`config.mk`:
```
export PLATFORM = sky130hd
export DESIGN_NAME = led_activity_driver
export DESIGN_NICKNAME = d
export VERILOG_FILES = /design/src/rtl/led_activity_driver.sv
export SDC_FILE = /design/constraint.sdc
export NUM_CORES = 1
export LEC_CHECK = 0
export CAP_MARGIN = 20
export CORE_ASPECT_RATIO = 0.75
export CORE_MARGIN = 1
export CORE_UTILIZATION = 40
export CTS_CLUSTER_DIAMETER = 60
export CTS_CLUSTER_SIZE = 40
export DETAILED_ROUTE_END_ITERATION = 8
export GPL_TIMING_DRIVEN = 0
export HOLD_SLACK_MARGIN = 0.05
export SYNTH_ARGS = -nofsm -noshare
export SYNTH_HDL_FRONTEND = slang
export SYNTH_SLANG_ARGS = --single-unit
```
`constraint.sdc`:
```
create_clock -name clk -period 7.6 [get_ports clk]
set_input_delay 1.52 -clock clk [delete_from_list [all_inputs] [get_ports clk]]
set_output_delay 1.52 -clock clk [all_outputs]
set_load 0.01 [all_outputs]
```
`src/rtl/led_activity_driver.sv`:
```
// LED activity driver: turns single-cycle activity/error pulses into visible LED
// patterns. It stretches green pulses, latches red errors, drives a heartbeat on
// green LED 9 and runs a lamp-test sequence. Both LED outputs are registered.
module led_activity_driver #(
    parameter int unsigned TICK_DIV      = 50000,
    parameter int unsigned STRETCH_TICKS = 10,
    parameter int unsigned HB_TICKS      = 25,
    parameter bit          HB_EN         = 1'b1,
    parameter bit          STICKY_RED    = 1'b1,
    parameter int unsigned LT_TICKS      = 20
) (
    input  logic       clk,
    input  logic       rst,
    input  logic [9:0] event_g,
    input  logic [9:0] event_r,
    input  logic       err_clear,
    input  logic       lamp_test,
    output logic [9:0] ledg_next,
    output logic [9:0] ledr_next,
    output logic       tick
);

    localparam int unsigned   PW         = (TICK_DIV > 1) ? $clog2(TICK_DIV) : 1;
    localparam logic [PW-1:0] PRESC_LAST = PW'(TICK_DIV - 1);
    localparam logic [7:0]    STRETCH_LD = 8'(STRETCH_TICKS);
    localparam logic [7:0]    HB_LAST    = 8'(HB_TICKS - 1);
    localparam logic [7:0]    LT_LAST    = 8'(LT_TICKS - 1);
    localparam logic [7:0]    WALK_LAST  = 8'd9;

    typedef enum logic [1:0] {
        StNormal,
        StAllOn,
        StWalk
    } state_e;

    logic [PW-1:0] presc_q;
    // Display step: the tick delayed by one cycle. An event that lands on a step
    // cycle reloads its counter (load wins), so it still gets the full stretch.
    logic          step_q;

    logic [9:0]    ev_g;
    logic [7:0]    cnt_g_q [10];
    logic [9:0]    green_lit;
    logic [9:0]    red_lit;

    logic [7:0]    hb_cnt_q;
    logic          hb_q;

    state_e        state_q, state_d;
    logic [7:0]    phase_q, phase_d;
    logic [9:0]    ledg_d, ledr_d;
    logic [9:0]    walk_onehot;

    assign tick = (presc_q == PRESC_LAST);

    // Prescaler: free-running 0..TICK_DIV-1, plus the delayed step strobe
    always_ff @(posedge clk or posedge rst) begin
        if (rst) begin
            presc_q <= '0;
            step_q  <= 1'b0;
        end else begin
            presc_q <= tick ? '0 : presc_q + 1'b1;
            step_q  <= tick;
        end
    end

    // LED 9 belongs to the heartbeat when enabled, so its activity input is dropped
    assign ev_g = HB_EN ? {1'b0, event_g[8:0]} : event_g;

    // Green stretch counters: event reloads, step decrements down to zero
    always_ff @(posedge clk or posedge rst) begin
        if (rst) begin
            for (int i = 0; i < 10; i++) cnt_g_q[i] <= 8'd0;
        end else begin
            for (int i = 0; i < 10; i++) begin
                if (ev_g[i]) begin
                    cnt_g_q[i] <= STRETCH_LD;
                end else if (step_q && (cnt_g_q[i] != 8'd0)) begin
                    cnt_g_q[i] <= cnt_g_q[i] - 8'd1;
                end
            end
        end
    end

    if (STICKY_RED) begin : g_sticky_red
        logic [9:0] sticky_q;

        // Sticky errors: clear applies first, so a same-cycle event survives it
        always_ff @(posedge clk or posedge rst) begin
            if (rst) begin
                sticky_q <= '0;
            end else begin
                sticky_q <= (err_clear ? 10'h000 : sticky_q) | event_r;
            end
        end

        assign red_lit = sticky_q;
    end else begin : g_stretch_red
        logic [7:0] cnt_r_q [10];

        // Red stretch counters, same rules as green
        always_ff @(posedge clk or posedge rst) begin
            if (rst) begin
                for (int i = 0; i < 10; i++) cnt_r_q[i] <= 8'd0;
            end else begin
                for (int i = 0; i < 10; i++) begin
                    if (event_r[i]) begin
                        cnt_r_q[i] <= STRETCH_LD;
                    end else if (step_q && (cnt_r_q[i] != 8'd0)) begin
                        cnt_r_q[i] <= cnt_r_q[i] - 8'd1;
                    end
                end
            end
        end

        // Red LED is lit while its counter is non-zero
        always_comb begin
            red_lit = '0;
            for (int i = 0; i < 10; i++) red_lit[i] = (cnt_r_q[i] != 8'd0);
        end
    end

    // Heartbeat: toggle every HB_TICKS steps, starting dark
    always_ff @(posedge clk or posedge rst) begin
        if (rst) begin
            hb_cnt_q <= 8'd0;
            hb_q     <= 1'b0;
        end else if (step_q) begin
            if (hb_cnt_q == HB_LAST) begin
                hb_cnt_q <= 8'd0;
                hb_q     <= ~hb_q;
            end else begin
                hb_cnt_q <= hb_cnt_q + 8'd1;
            end
        end
    end

    // Green pattern shown in NORMAL
    always_comb begin
        green_lit = '0;
        for (int i = 0; i < 10; i++) green_lit[i] = (cnt_g_q[i] != 8'd0);
        if (HB_EN) green_lit[9] = hb_q;
    end

    // Lamp-test FSM state register
    always_ff @(posedge clk or posedge rst) begin
        if (rst) begin
            state_q <= StNormal;
            phase_q <= 8'd0;
        end else begin
            state_q <= state_d;
            phase_q <= phase_d;
        end
    end

    // Lamp-test next state: a pulse always restarts ALL_ON; phases move on steps only
    always_comb begin
        state_d = state_q;
        phase_d = phase_q;
        if (lamp_test) begin
            state_d = StAllOn;
            phase_d = 8'd0;
        end else if (step_q) begin
            case (state_q)
                StAllOn: begin
                    if (phase_q == LT_LAST) begin
                        state_d = StWalk;
                        phase_d = 8'd0;
                    end else begin
                        phase_d = phase_q + 8'd1;
                    end
                end
                StWalk: begin
                    if (phase_q == WALK_LAST) begin
                        state_d = StNormal;
                        phase_d = 8'd0;
                    end else begin
                        phase_d = phase_q + 8'd1;
                    end
                end
                default: begin
                    state_d = StNormal;
                end
            endcase
        end
    end

    // Lamp-test output decode; underlying LED state keeps running in all states
    always_comb begin
        walk_onehot = 10'h001 << phase_q[3:0];
        case (state_q)
            StAllOn: begin
                ledg_d = 10'h3FF;
                ledr_d = 10'h3FF;
            end
            StWalk: begin
                ledg_d = walk_onehot;
                ledr_d = walk_onehot;
            end
            default: begin
                ledg_d = green_lit;
                ledr_d = red_lit;
            end
        endcase
    end

    // Output register feeding the LED output stage
    always_ff @(posedge clk or posedge rst) begin
        if (rst) begin
            ledg_next <= '0;
            ledr_next <= '0;
        end else begin
            ledg_next <= ledg_d;
            ledr_next <= ledr_d;
        end
    end

endmodule

```
======== After elaboration in Yosys (flattened, before gate mapping) ========
Cells that the tools add are included.
storage, ports and cells
  register bits after elaboration ......... 138
  input bits .............................. 24
  output and inout bits ................... 21
  logic and storage cells ................. 106
cells by class
  add/subtract/negate cells ............... 12
  equal/unequal tests ..................... 8
  shifts and indexed selects .............. 1
  mux-type cells .......................... 33
  bitwise logic cells ..................... 2
  reduce and logical (&&, ||, !) cells .... 32
operators with widths
  operator               count
  $mux 8                 23
  $reduce_bool 8->1      9
  $sub 8x1->8 const B    9
  $pmux 10 s2            2
  $reduce_bool 2->1      10
  $add 16x1->16 const B  1
  $add 8x1->8 const B    2
  $eq 16x16->1 const B   1
  $eq 8x5->1 const B     2
  $mux 16                1
  $pmux 8 s2             1
  $mux 10                1
  $or 10x10->10          1
  $shl 1x4->10 const A   1
  $logic_and 1x1->1      9
  $eq 8x4->1 const B     1
  $mux 2                 4
  $ne 3x3->1 const B     2
  $pmux 2 s2             1
  $reduce_and 2->1       2
  $reduce_and 3->1       1
  $reduce_bool 3->1      1
  $eq 2x1->1 const B     1
  $eq 2x2->1 const B     1
  $not 1->1              1

======== Depth between registers and ports, before layout ========
  word-level depth ........................ 5
  mapped depth ............................ 7
  gate-level depth less buffers ........... 6

======== Worst setup path before layout ========
Ideal clock, no wire load.
  kind .................................... reg-to-output
  start ................................... register presc_q[12]
  end ..................................... output tick
  arrival ................................. 1.432 ns
  required time ........................... 6.080 ns
  slack ................................... 4.648 ns
  cell stages (with the launch flop) ...... 4
  path buffers ............................ 0
  cell sequence ........................... dfrtp_1 nand4bb_1 nor4bb_1 nor3b_2
between the ends
  longest elaborated chain between the ends .. 1
ends and longest elaborated chain
  what                      line  text
  start: declaration        36    logic [PW-1:0] presc_q;
  start signal: assignment  62    presc_q <= tick ? '0 : presc_q + 1'b1;
  $eq 16x16->1              54    assign tick = (presc_q == PRESC_LAST);
  end: declaration          20    output logic tick
No other way between the ends.

======== Worst setup path in the final report ========
Same ends and word-level chain as after synthesis.

==> run metrics <==
status=finished, final reports clean; VDD IR max=0.126 mV; Num CTS Buffers=17; Setup Fix Bufs, Post-CTS=0; Pins Over Slew Limit=0; port buffer count=34; Seq/Total Area, Yosys=50.2%; Clock Sinks=138; layout cells sized above 1=8.07%; first-pass GRT wire length=25900 um; class of the worst hold path=flip-flop to flip-flop; Area Growth Syn to Fin=18.2%; fin crit share=55.7%; pin count of the biggest net entering global routing=84; Achievable Freq=236 MHz; Period minus WS final=4240 ps; clock slew at reported path FFs=60 ps; vias in the first global route=5275; post-DR vias/cell=5.46; syn avg cell area=9.99 sq um; leakage=3.30 nW; Worst setup EP type=output pin; CTS max path bufs=2; 1st-iter DRT viols=324; vias=5304; CP required=6080 ps; first-pass iteration count of the detailed router=5; initial antenna violation count=0; Worst Clk Skew=5.95 ps; PostCTS Resize Cnt=0; final net count=786; number of synthesized flops with an enable pin=0; largest cells by area after synthesis=dfrtp_1 50%, nor2_1 4.4%, xnor2_1 3.6%; setup_tns=0 ps; Post-Syn Area=6880 sq um; global route total overflow=0; share of synthesized registers carrying an async set or reset=100%; Die Ht=116 um; DRT antenna net count=0; DP HPWL=10300 um; Slew HR=35.0%; pwr dens=201 nW/um^2; H-tree levels=4; final instance area=8140 sq um; Yosys cell types=63; Mapped Cells=689; YS warnings=0; RSZ-0062 raised after global routing=false; cell taking the most area after synthesis=dfrtp_1; WP data arrival=2720 ps; antenna cells=0; Crit Path Class=flip-flop to output pin; die area=17700 sq um; critical path launch point type=flip-flop; number of max-cap violations=0; Final setup violation count=0; clock latency on the worst-skew pair=420 ps; IO Count=45; Post-synth top flop=dfrtp_1; worst-path maximum fanout=9; Seq cells post-synth=138; final WL=15000 um; DR DRC count=0; Final Hold Vio Count=0; # rows=41; Net Count, Synth=732; Post-DP Area=7530 sq um; DR WL/cell=15.4 um; CTS tree=done; gr usage total=18.6%; Hold-fix buffers, CTS=0; die width=153 um; GP Congestion=0.834; Initial Util=40.9%; root buffer cell=clkbuf_16; top cell type's share of synthesized area=50.2%; Slew @ Worst Pin=962 ps; core box area=16800 sq um
==> per-stage QoR <==
| step | setup slack (ps) | hold WS, ps | cells | utilization (%) | total power [mW] |
|---|---|---|---|---|---|
| global placement | 488 | 460 | 938 | 44.5 | 0.791 |
| floorplan | 2380 | 438 | 689 | - | 0.775 |
| global route | 3090 | 482 | 971 | 48.4 | 1.69 |
| CTS | 3320 | 479 | 971 | 48.4 | 1.65 |
| detailed placement | 3800 | 465 | 939 | 44.7 | 0.794 |
| finish | 3360 | 475 | 971 | 48.4 | 1.64 |
==> cell usage in the layout, fill, tap and decap left out, drive strengths merged, types with 4 or more instances in the layout <==
cell / instances
a211o: 6
a21o: 13
a21oi: 47
a31oi: 14
buf: 11
clkbuf: 35
clkdlybuf4s50: 34
clkinv: 5
clkinvlp: 4
dfrtp: 138
ha: 19
inv: 45
mux2i: 12
nand2: 31
nand2b: 9
nand3: 13
nand4: 9
nand4bb: 4
nor2: 81
nor2b: 11
nor3: 19
nor3b: 11
nor4: 9
nor4b: 6
nor4bb: 4
o211ai: 7
o21ai: 26
o31ai: 8
o41ai: 4
or2: 4
or3: 12
or3b: 11
or4: 16
xnor2: 28
xor2: 22
==> Yosys cell counts, types with 3 or more instances <==
cell type,instances
dfrtp_1,138
nor2_1,81
a21oi_1,47
inv_1,45
nand2_1,31
xnor2_1,28
o21ai_0,22
xor2_1,22
ha_1,19
nor3_1,19
or4_1,16
a31oi_1,14
a21o_1,13
clkbuf_1,13
nand3_1,13
mux2i_1,12
nor2b_1,11
or3_1,11
or3b_2,11
nor3b_1,10
nand2b_1,9
nand4_1,9
nor4_1,9
buf_1,7
o211ai_1,7
a211o_1,6
nor4b_1,6
o31ai_1,6
nand4bb_1,4
nor4bb_1,4
o21ai_1,4
a211oi_1,3
buf_2,3
o2111ai_1,3
o41ai_1,3
or2_2,3
==> final timing paths <==
check                                                    from                                  to  slack, ps  cells after the start
hold / removal             g_sticky_red.sticky_q[6]$_DFF_PP0_  g_sticky_red.sticky_q[6]$_DFF_PP0_        480                      1
setup reg to reg                             step_q$_DFF_PP0_             cnt_g_q[25]$_DFFE_PP0P_       5140                      4
setup / recovery                        presc_q[12]$_DFF_PP0_                                tick       3360                      4
hold reg to reg            g_sticky_red.sticky_q[6]$_DFF_PP0_  g_sticky_red.sticky_q[6]$_DFF_PP0_        480                      1
min in group asynchronous                                 rst             cnt_g_q[67]$_DFFE_PP0P_       1520                      2
max in group asynchronous                                 rst             cnt_g_q[17]$_DFFE_PP0P_       5300                      3
==> worst max-delay path: stages (launching register included) <==
cell and delay (ps):
dfrtp_1 420, nand4bb_1 210, nor4bb_1 440, nor3b_2 580, clkdlybuf4s50_1 650
==> cell families after synthesis <==
logic type | count (synthesis) | share of synthesized area, %
AO/OA/AOI/OAI | 142 | 13.5
buffers and inverters | 70 | 3.89
XOR/XNOR | 50 | 6.36
flip-flops | 138 | 50.2
multiplexers | 13 | 1.91
adder cells (fa/ha/maj) | 19 | 3.45
AND/OR/NAND/NOR | 257 | 20.7
==> routing by layer <==
layer	up-vias	share of wire (%)	track usage, %
met5	-	0	0
met4	0	1.6	6.80
met3	18	4.7	4.56
met2	107	44	29.5
met1	2626	49	25.0
li1	2553	-	-
==> power breakdown <==
group,internal [mW],total (mW),switching [mW]
clock network,0.540,0.857,0.317
registers,0.739,0.740,0.00180
logic,0.0122,0.0385,0.0263
==> flip-flops by register name (all words and copies together), names as in the netlist <==
name	cells
cnt_g_q	72
g_sticky_red.sticky_q	10
hb_cnt_q	8
hb_q	1
ledg_next	10
ledr_next	10
phase_q	8
presc_q	16
state_q	2
step_q	1
==> final cells by class <==
type,instances,area [sq um]
plain buffers,24,95.1
clock buffers,21,470
clock inverters,11,144
fillers,1533,8690
inverters,46,178
multi-input cells,481,3160
flip-flops and latches,138,3450
well taps,215,269
repair buffers,35,368
Note: power is estimated with default switching activity, not from simulation.
